### config.mk
export PLATFORM = sky130hd
export DESIGN_NAME = s1_transpose_tx
export DESIGN_NICKNAME = d
export VERILOG_FILES = /design/src/rtl/s1_pkg.sv /design/src/rtl/s1_transpose_tx_frame_serializer.sv /design/src/rtl/s1_transpose_tx.sv
export SDC_FILE = /design/constraint.sdc
export NUM_CORES = 1
export LEC_CHECK = 0
export ABC_AREA = 1
export BUFFER_PORTS_ARGS = -buffer_cell sky130_fd_sc_hd__buf_2
export CORE_ASPECT_RATIO = 0.9
export CORE_MARGIN = 8
export CORE_UTILIZATION = 50
export DETAILED_ROUTE_END_ITERATION = 16
export GPL_TIMING_DRIVEN = 0
export PLACE_DENSITY = 0.74
export SLEW_MARGIN = 15
export SYNTH_ARGS = -nofsm -noshare
export SYNTH_HDL_FRONTEND = slang
export SYNTH_SLANG_ARGS = --single-unit
### constraint.sdc
create_clock -name clk -period 5.35 [get_ports clk]
set_clock_uncertainty 0.15 [all_clocks]
set_input_delay 0.535 -clock clk [delete_from_list [all_inputs] [get_ports clk]]
set_output_delay 0.535 -clock clk [all_outputs]
set_load 0.03 [all_outputs]
### src/rtl/s1_pkg.sv
// ============================================================================
// Module   : s1_pkg
// Brief    : Shared sizes, state encoding and the 18x8 transpose helper for
//            the RB1 transpose transmitter. S1_PARITY_EN adds a parity bit.
// Revision : 1.0 - initial release
// ============================================================================
`default_nettype none

package s1_pkg;

    localparam int N_BYTES     = 18;
    localparam int N_WORDS     = 8;
    localparam int IDX_W       = 3;
    localparam int DATA_W      = 18;
    localparam int ADDR_W      = 5;
    localparam int CNT_W       = 5;
    localparam int PAYLOAD_LEN = IDX_W + DATA_W;
`ifdef S1_PARITY_EN
    localparam int FRAME_LEN   = PAYLOAD_LEN + 1;
`else
    localparam int FRAME_LEN   = PAYLOAD_LEN;
`endif

    typedef enum logic [1:0] {
        ST_LOAD = 2'd0,
        ST_SEND = 2'd1,
        ST_GAP  = 2'd2,
        ST_DONE = 2'd3
    } state_t;

    // Word n gathers bit (7-n) of every byte, byte 0 landing in the MSB.
    function automatic logic [DATA_W-1:0] transpose_word(
        input logic [N_BYTES*8-1:0] bytes,
        input logic [IDX_W-1:0]     n
    );
        logic [DATA_W-1:0] w;
        logic [7:0]        b;
        w = '0;
        for (int i = 0; i < N_BYTES; i++) begin
            b = bytes[i*8 +: 8];
            w[DATA_W-1-i] = b[3'd7 - n];
        end
        return w;
    endfunction

endpackage

`default_nettype wire

### src/rtl/s1_transpose_tx_frame_serializer.sv
// ============================================================================
// Module   : frame_serializer
// Brief    : Parallel-load MSB-first shifter producing the active-low sen
//            frame and sd data; S1_PARITY_EN appends an XOR parity bit.
// Revision : 1.0 - initial release
// ============================================================================
`default_nettype none

module frame_serializer
    import s1_pkg::*;
(
    input  logic                   clk,
    input  logic                   rst,
    input  logic                   i_load,
    input  logic [PAYLOAD_LEN-1:0] i_payload,
    output logic                   o_sen,
    output logic                   o_sd,
    output logic                   o_last
);

    localparam logic [CNT_W-1:0] c_last_bit = CNT_W'(FRAME_LEN - 1);

    logic [FRAME_LEN-1:0] w_frame;
    logic [FRAME_LEN-1:0] r_shift;
    logic [CNT_W-1:0]     r_cnt;
    logic                 r_busy;
    logic                 r_sen;
    logic                 r_sd;

`ifdef S1_PARITY_EN
    assign w_frame = {i_payload, ^i_payload};
`else
    assign w_frame = i_payload;
`endif

    // r_shift holds the bits still to be sent; the current bit already sits in r_sd.
    always_ff @(posedge clk) begin
        if (rst) begin
            r_busy  <= 1'b0;
            r_sen   <= 1'b1;
            r_sd    <= 1'b0;
            r_cnt   <= '0;
            r_shift <= '0;
        end else if (i_load) begin
            r_busy  <= 1'b1;
            r_sen   <= 1'b0;
            r_sd    <= w_frame[FRAME_LEN-1];
            r_shift <= {w_frame[FRAME_LEN-2:0], 1'b0};
            r_cnt   <= '0;
        end else if (r_busy) begin
            if (r_cnt == c_last_bit) begin
                r_busy <= 1'b0;
                r_sen  <= 1'b1;
                r_sd   <= 1'b0;
            end else begin
                r_sd    <= r_shift[FRAME_LEN-1];
                r_shift <= {r_shift[FRAME_LEN-2:0], 1'b0};
                r_cnt   <= r_cnt + 1'b1;
            end
        end
    end

    assign o_sen  = r_sen;
    assign o_sd   = r_sd;
    assign o_last = r_busy && (r_cnt == c_last_bit);

endmodule

`default_nettype wire

### src/rtl/s1_transpose_tx.sv
// ============================================================================
// Module   : s1_transpose_tx
// Brief    : Reads 18 bytes from RB1, transposes them into eight 18-bit words
//            and sends each as a serial frame. S1_PARITY_EN adds frame parity.
// Revision : 1.0 - initial release
// ============================================================================
`default_nettype none

module s1_transpose_tx
    import s1_pkg::*;
(
    input  logic              clk,
    input  logic              rst,
    output logic              RB1_RW,
    output logic [ADDR_W-1:0] RB1_A,
    output logic [7:0]        RB1_D,
    input  logic [7:0]        RB1_Q,
    output logic              sen,
    output logic              sd
);

    localparam logic [CNT_W-1:0] c_n_bytes  = CNT_W'(N_BYTES);
    localparam logic [CNT_W-1:0] c_load_end = CNT_W'(N_BYTES + 1);
    localparam logic [IDX_W-1:0] c_last_idx = IDX_W'(N_WORDS - 1);

    state_t                   r_state;
    logic [CNT_W-1:0]         r_cnt;
    logic [IDX_W-1:0]         r_idx;
    logic [ADDR_W-1:0]        r_addr;
    logic [7:0]               r_buf [N_BYTES];
    logic [N_BYTES*8-1:0]     w_bytes;
    logic [PAYLOAD_LEN-1:0]   w_payload;
    logic                     w_load;
    logic                     w_last;

    // The last byte arrives on the same edge frame 0 is loaded, so bypass it.
    always_comb begin
        w_bytes = '0;
        for (int i = 0; i < N_BYTES; i++) begin
            w_bytes[i*8 +: 8] = r_buf[i];
        end
        if (r_state == ST_LOAD) begin
            w_bytes[(N_BYTES-1)*8 +: 8] = RB1_Q;
        end
    end

    assign w_payload = {r_idx, transpose_word(w_bytes, r_idx)};
    assign w_load    = ((r_state == ST_LOAD) && (r_cnt == c_load_end)) || (r_state == ST_GAP);

    always_ff @(posedge clk) begin
        if (rst) begin
            r_state <= ST_LOAD;
            r_cnt   <= '0;
            r_idx   <= '0;
            r_addr  <= '0;
        end else begin
            case (r_state)
                ST_LOAD: begin
                    r_cnt  <= r_cnt + 1'b1;
                    r_addr <= (r_cnt < c_n_bytes) ? r_cnt : '0;
                    if (r_cnt == c_load_end) begin
                        r_state <= ST_SEND;
                    end
                end
                ST_SEND: begin
                    if (w_last) begin
                        if (r_idx == c_last_idx) begin
                            r_state <= ST_DONE;
                        end else begin
                            r_idx   <= r_idx + 1'b1;
                            r_state <= ST_GAP;
                        end
                    end
                end
                ST_GAP:  r_state <= ST_SEND;
                ST_DONE: r_state <= ST_DONE;
                default: r_state <= ST_LOAD;
            endcase
        end
    end

    // Data for the address shown in cycle k is captured two edges later.
    always_ff @(posedge clk) begin
        if ((r_state == ST_LOAD) && (r_cnt >= 5'd2) && (r_cnt <= c_load_end)) begin
            r_buf[r_cnt - 5'd2] <= RB1_Q;
        end
    end

    frame_serializer u_ser (
        .clk       (clk),
        .rst       (rst),
        .i_load    (w_load),
        .i_payload (w_payload),
        .o_sen     (sen),
        .o_sd      (sd),
        .o_last    (w_last)
    );

    assign RB1_RW = 1'b1;
    assign RB1_D  = 8'h00;
    assign RB1_A  = r_addr;

endmodule

`default_nettype wire
Yosys cells after proc, flatten, opt, wreduce, memory -nomap -nowiden. Memory sizes are Yosys's and may differ from the RTL's. Index checks and enable logic that the tools add are counted.

Logic and storage cells: 100. Output and inout bits: 16. Register bits: 43. Memories kept: 1. Memory bits (writable): 144.

Bitwise operators: 2. Reduce and logical (&&, ||, !) cells: 14. Mux-type cells: 56. Eq/ne operators: 9. Order comparisons: 4. $add $sub $neg: 5.

Memories: r_buf (words 18, bits a word 8, read ports 18, clocked after memory_dff 0, write ports 1, line s1_transpose_tx.sv:30) `logic [7:0] r_buf [N_BYTES];`.

Operators by type and width (number): 21-bit 2-to-1 mux (3); 1-bit binary-select mux with 3-bit select (18); 1-bit 2-to-1 mux (30); 5-bit by 1-bit adder with 5-bit output (second input constant) (2); 5-bit == test (second input constant) (2); 8-bit 2-to-1 mux (1); 2-bit one-hot mux with 4 select lines (1); 2-bit AND reduction (4); 2-bit by 1-bit inequality test with 1-bit output (second input constant) (3); 5-bit by 2-bit greater-or-equal comparator with 1-bit output (second input constant) (1); 5-bit less-or-equal comparator (second input constant) (1); 5-bit < comparator (second input constant) (1); 5-bit 2-to-1 mux (1); 5-bit by 2-bit subtractor with 5-bit output (second input constant) (1); 2-bit == test (second input constant) (2); 1-bit logical AND (4); 3-bit by 4-bit < comparator with 1-bit output (second input constant) (1); 2-bit 2-to-1 mux (2); 2-bit nonzero test (2); 3-bit by 1-bit adder with 3-bit output (second input constant) (1); 3-bit == test (second input constant) (1); 3-bit AND reduction (1); 3-bit subtractor (first input constant) (1); 2-bit by 1-bit == test with 1-bit output (second input constant) (1); other kinds (4) (5).

Depth between registers and ports, before layout. Gate-level depths: netlist of run 1.

Word-level depth: 5. Gate-level depth with buffers: 12. Mapped depth without buffers: 12.

Modules after synthesis. A second synthesis of run 1 with hierarchy kept.

Cell total of the unflattened synthesis: 782. Area, all modules: 8030.2 µm².

By module, submodules not included: s1_transpose_tx (seq. area each 4624.4 µm², times used 1, area each 6642.6 µm², cells an instance 577); frame_serializer (seq. area each 560.5 µm², times used 1, area each 1387.6 µm², cells an instance 205).

Least setup slack after synthesis of run 1. OpenSTA, ideal clock, no wires.

Path type: reg2reg. From: reg r_cnt[1]. To: mem r_buf[16][0] (enable). Clock period less this slack: 2.288 ns. Buffers on the path: 0. Data arrival time: 1.767 ns. Setup time: 0.370 ns. Data required time: 4.830 ns. Stages on the path, launching flop included: 10. Slack: 3.062 ns. Path through: dfxtp_1 inv_1 ha_1 inv_1 nor2_1 o21ai_0 o21ai_0 a31oi_1 nand2_1 nor2_1.

Cells in the longest elaborated chain, start to end: 5. Elaborated cells between the ends (all ways): 7. Classes of those cells: add/sub: 1; order compare: 2; mux: 2; reduce/logical: 2.

RTL lines: from (decl) (line s1_transpose_tx.sv:27) `logic [CNT_W-1:0] r_cnt;`; from (signal assigned) (line s1_transpose_tx.sv:59) `r_cnt <= r_cnt + 1'b1;`; 5-bit by 2-bit greater-or-equal comparator with 1-bit output (line s1_transpose_tx.sv:84) `if ((r_state == ST_LOAD) && (r_cnt >= 5'd2) && (r_cnt <= c_load_end)) begin`; 1-bit logical AND (2 in series) (line s1_transpose_tx.sv:84); 1-bit 2-to-1 mux (line s1_transpose_tx.sv:84); 1-bit 2-to-1 mux (not written as such) (line s1_transpose_tx.sv:85) `r_buf[r_cnt - 5'd2] <= RB1_Q;`; to (decl) (line s1_transpose_tx.sv:30).

Several ways; a longest one is shown, not always the timed one.

Worst setup path after layout of run 1.
From: reg r_cnt[1]. To: mem r_buf[5][4] (enable).

Same word-level chain as after synthesis.

==> impl_metrics.tcl, run 1 <==
set metrics [dict create \
    status "completed" \
    synth_edf_count 144 \
    fin_crit_ps 2880 \
    grt_pass1_vias 5546 \
    wl_met3_mm 1.90 \
    crit_arrival_ps 2780 \
    crit_type "flip-flop to flip-flop" \
    die_area_um2 19600 \
    gp_congestion 0.854 \
    slew_headroom_pct 52.0 \
    drtIter0Drc 858 \
    required_ps 5260 \
    critPathLaunchType "flip-flop" \
    port_buffers 15 \
    dr.pass1.iters 8 \
    num-fill-cells 1196 \
    drive_gt1_share_pct 12.1 \
    drt-met1-wl_mm 7.68 \
    layout_commonest_cell "edfxtp_1" \
    grt_use_total_pct 19.7 \
    wl_mm 19.1 \
    area_delta_synth_final_pct 12.1 \
    tightestPinTransition_ps 718 \
    cp-end-kind "flip-flop" \
    cts_hold_buf 0 \
    crit_start "r_cnt[1]$_SDFFE_PP0P_" \
    setup.worst_path.end "r_buf[5][4]$_DFFE_PP_" \
    placed_area_um2 8050 \
    grt_pass1_wl_mm 29.6 \
    hold_viol 0 \
    cts_sinks 187 \
    die_w_um 147 \
    grt_max_degree 20 \
    pin_count 26 \
    stdcell_area_um2 8620 \
    syn_area_um2 7690 \
    synth_area_per_cell_um2 11.4 \
    slew_violations 0 \
    total_power_mw 3.47 \
    tns_ps 0 \
    ys_ff_latch 187 \
    clkSlewWorstSetupHoldPaths_ps 60 \
    syn_inst 675 \
    worstSkewPairLatency_ps 420 \
    ir_worst_vdd_v 0.000371 \
    setup_viol 0 \
    synth_cell_type_count 32 \
    top_layer_used "met4" \
    nNetsFinal 737 \
    htreeDepth 4 \
    ys.flop_type "edfxtp_1" \
    clock_path_buffers 2 \
    fmax_mhz 348 \
    period_share_pct 53.7 \
    p_leak_nw 2.97 \
    antenna_found_initial 0 \
    hp-class "flip-flop to flip-flop" \
    reg2regPathDepth 9 \
    crit_fanout 8 \
    ys_seq_area_share_pct 67.4 \
    cts_tree "done" \
    wl_per_cell_um 20.5 \
    multiInputGateArea_um2 2150 \
    powerDensity_nw_per_um2 403 \
    worstReg2RegEnd "r_buf[5][4]$_DFFE_PP_" \
    dp_hpwl_mm 12.4 \
    start_util_pct 50.5 \
    rsz0062_at_grt "no" \
    r2r_slack_ps 2470 \
    via_per_inst 6.00 \
    met2_length_mm 8.73 \
    drv_cap 0 \
    postCtsResizedCells 0 \
    yosys_warnings 0 \
    core_um2 15200 \
    fp-row-count 43 \
    die_h_um 134 \
    drt.antenna.violating_nets 0 \
    mostFrequentLayoutCells "edfxtp_1, o21ai_0, nor2_1" \
    vias 5582 \
    r2r_start "r_cnt[1]$_SDFFE_PP0P_" \
    async_flop_share_pct 0 \
    grt_overflow_total 0 \
    root_buffer "clkbuf_16" \
    diodes 0 \
    numCtsBuffers 17 \
    drc 0 \
    seqCellArea_um2 5180 \
    cts_setup_buffers 0 \
    holdPathStages 2 \
]
[cell type report]
cell class,count,area share [%]
Sequential cell,187,60.1
Timing Repair Buffer,15,0.870
Multi-Input combinational cell,416,24.9
Clock buffer,20,5.30
Buffer,49,3.15
Tap cell,202,2.93
Inverter,30,1.33
Clock inverter,12,1.42
[cells by family after synthesis]
kind of cell               Yosys count  share of synthesized area [%]
xor gates and xnor gates             2                          0.228
DFF                                187                           67.4
and+or+nand+nor                    204                           11.3
buffers and inverters               79                           5.03
other                                2                         0.0976
AOI/OAI and AO/OA                  190                           14.1
adders and majority gates           11                           1.79
[how the worst min path moves through the flow]
stage,from,end,slack (ps)
final,u_ser.r_shift[1]$_SDFFE_PP0P_,u_ser.r_shift[1]$_SDFFE_PP0P_,310
after global routing,u_ser.r_shift[1]$_SDFFE_PP0P_,u_ser.r_shift[1]$_SDFFE_PP0P_,340
after CTS,u_ser.r_shift[1]$_SDFFE_PP0P_,u_ser.r_shift[1]$_SDFFE_PP0P_,310
after detailed placement,u_ser.r_shift[1]$_SDFFE_PP0P_,u_ser.r_shift[1]$_SDFFE_PP0P_,300
after global placement,u_ser.r_shift[1]$_SDFFE_PP0P_,u_ser.r_shift[1]$_SDFFE_PP0P_,300
after floorplan,u_ser.r_shift[1]$_SDFFE_PP0P_,u_ser.r_shift[1]$_SDFFE_PP0P_,290
[report_power, final]
part | leakage, nW | switching (mW) | total (mW) | internal (mW)
registers | 1.64 | 0.0545 | 1.72 | 1.66
logic | 1.05 | 0.386 | 0.537 | 0.151
clock network | 0.276 | 0.512 | 1.22 | 0.708
total | 2.97 | 0.952 | 3.47 | 2.52
[layer usage]
layer,global-route usage (%),up-vias
li1,-,2510
met1,25.4,2658
met2,30.7,339
met3,4.71,75
met4,9.83,0
met5,0,-
[worst max-delay path, cell delays in order (launching register included)]
cell and delay [ps]:
dfxtp_1 440, inv_1 170, ha_1 250, inv_1 70, nor2_1 60, o21ai_0 90
o21ai_0 90, a31oi_1 270, nand2_1 300, nor2_1 610
[synth_stat cells (all sizes together), types with 4 or more instances]
cell | count | area, um2
buf | 27 | 184
nor3 | 4 | 20.0
nand3 | 43 | 220
a21oi | 34 | 170
clkbuf | 22 | 87.6
inv | 30 | 115
dfxtp | 43 | 861
o21ai | 118 | 591
edfxtp | 144 | 4320
nor2 | 101 | 389
o221ai | 34 | 298
ha | 11 | 138
nand2 | 53 | 221
[state kept, by name (all words and copies together), names as in the netlist]
register,cells
u_ser.r_busy,1
r_cnt,5
r_idx,3
u_ser.r_cnt,5
RB1_A,5
u_ser.r_shift,20
r_buf,144
r_state,2
u_ser.o_sd,1
u_ser.o_sen,1
[through the flow]
| step | utilization [%] | std cells | hold slack, ps | setup WS [ps] |
|---|---|---|---|---|
| floorplan | - | 682 | 290 | 3060 |
| global placement | 52.8 | 899 | 303 | 2580 |
| detailed placement | 52.8 | 899 | 303 | 2490 |
| CTS | 56.6 | 931 | 312 | 2490 |
| global route | 56.6 | 931 | 338 | 2220 |
| finish | 56.6 | 931 | 313 | 2470 |
Power figures use the tool's default switching activity.
==> inputs of run 2 (changes only) <==
Settings changed: PLACE_DENSITY 0.74 to 0.77.
Clock period 5.35 ns to 2.49 ns, I/O delays scaled along.
==> impl_metrics.tcl, run 2 (synthesis results as in run 1) <==
set metrics [dict create \
    mostFrequentLayoutCells "edfxtp_1, o21ai_0, nor2_1" \
    critical_path.cell_chain "inv_1 -> ha_1 -> inv_1 -> nor2_1 -> nor2_2 -> inv_1 -> nand3_1 -> nor2_4" \
    period_share_pct 95.6 \
    top_register "r_buf" \
    drc 0 \
    cp_slowest_cell "nor2_4" \
    pwr-share-seq_pct 48.6 \
    cts_hold_buf 0 \
    slowest_delay_ps 360 \
    gp_congestion 0.880 \
    final_core_util_pct 57.9 \
    p_comb_share_pct 18.4 \
    area_delta_synth_final_pct 14.6 \
    grt_pass1_wl_mm 29.3 \
    dp_hpwl_mm 12.2 \
    drive_gt1_share_pct 16.1 \
    cp_top_family "simple AND/OR/NAND/NOR gates" \
    diodes 0 \
    fin_crit_ps 2380 \
    layout_commonest_cell "edfxtp_1" \
    wl_per_cell_um 20.6 \
    largest_register_ffs 144 \
    die_h_um 134 \
    crit_top_cell "inv_1" \
    drtIter0Drc 908 \
    stdcell_area_um2 8820 \
    die_w_um 147 \
    cts_tree "done" \
    grt_use_total_pct 19.8 \
    hold_viol 0 \
    p_switching_mw 2.32 \
    pin_count 26 \
    whs_ps 57.4 \
    dp_cells 899 \
    layout.cells.non_filler 933 \
    drv_cap 0 \
    powerDensity_nw_per_um2 859 \
    fin_ws_ps 110 \
    numCtsBuffers 17 \
    vias 5595 \
    cp-end-kind "flip-flop" \
    grt_max_degree 20 \
    htreeDepth 4 \
    p_leak_nw 3.01 \
    clock_path_buffers 2 \
    total_power_mw 7.58 \
    core_um2 15200 \
    critPathLaunchType "flip-flop" \
    wl_mm 19.2 \
    tns_ps 0 \
    slew_headroom_pct 54.9 \
    ir_worst_vdd_v 0.000724 \
    status "completed" \
    grt_overflow_total 0 \
    cts_sinks 187 \
    crit_type "flip-flop to flip-flop" \
    switching_share_pct 30.6 \
    port_buffers 15 \
    die_area_um2 19600 \
    worstSkewPairLatency_ps 450 \
    nNetsFinal 740 \
    hp-class "primary input to flip-flop" \
    reg_top3 "r_buf (144), u_ser.r_shift (20)" \
    tightestPinTransition_ps 677 \
    place_ws_ps -446 \
    root_buffer "clkbuf_16" \
    clkSlewWorstSetupHoldPaths_ps 70 \
    drt.antenna.violating_nets 0 \
    required_ps 2470 \
    start_util_pct 50.5 \
    clock_power_share_pct 33.0 \
    placed_area_um2 8050 \
    dr.pass1.iters 5 \
    antenna_found_initial 0 \
    slew_violations 0 \
    p_int_mw 5.26 \
    fmax_mhz 420 \
    setup_viol 0 \
    cp_num_buf_inv 3 \
    crit_fanout 8 \
    fp-row-count 43 \
    grt_pass1_vias 5560 \
    via_per_inst 6.00 \
    crit_arrival_ps 2360 \
]
## run 2: power groups by stage
| stage | Sequential, mW | Clock (mW) | Combinational (mW) |
|---|---|---|---|
| floorplan | 3.76 | 0 | 0.734 |
| global placement | 3.74 | 0 | 1.06 |
| detailed placement | 3.75 | 0 | 1.11 |
| CTS | 3.68 | 2.52 | 1.32 |
| global route | 3.71 | 2.64 | 1.51 |
| finish | 3.68 | 2.50 | 1.39 |
## run 2: layout make-up
class	count	area (um2)
Timing Repair Buffer	18	123
Multi-Input combinational cell	416	2330
Fill cell	1182	6410
Clock inverter	13	108
Sequential cell	187	5190
Buffer	49	272
Inverter	30	115
Clock buffer	18	429
Tap cell	202	253
## run 2: path summary, 6_finish.rpt
path / startpoint / end / slack (ps) / depth (start not counted)
worst max-delay path: r_cnt[1]$_SDFFE_PP0P_ / r_buf[15][2]$_DFFE_PP_ / 110 / 8
worst max register to register: r_cnt[1]$_SDFFE_PP0P_ / r_buf[15][2]$_DFFE_PP_ / 110 / 8
worst min-delay path: rst / RB1_A[2]$_SDFFE_PP0P_ / 60 / 2
worst min register to register: RB1_A[2]$_SDFFE_PP0P_ / RB1_A[2]$_SDFFE_PP0P_ / 310 / 2
## run 2: routing by layer
| layer | part of all wire [%] | wire, um | GRT usage (%) | up-vias |
|---|---|---|---|---|
| li1 | - | - | - | 2517 |
| met1 | 39 | 7440 | 24.6 | 2663 |
| met2 | 47 | 9000 | 30.1 | 348 |
| met3 | 11 | 2060 | 6.24 | 67 |
| met4 | 3.8 | 737 | 10.9 | 0 |
| met5 | 0 | 0 | 0 | - |
## run 2: repair_timing
item | in CTS | in global routing
hold endpoints to repair | 0 | 0
gates resized for setup | 44 | 6
pin swaps | 4 | 5
setup endpoints to repair | 144 | 144
setup buffers | 2 | 1
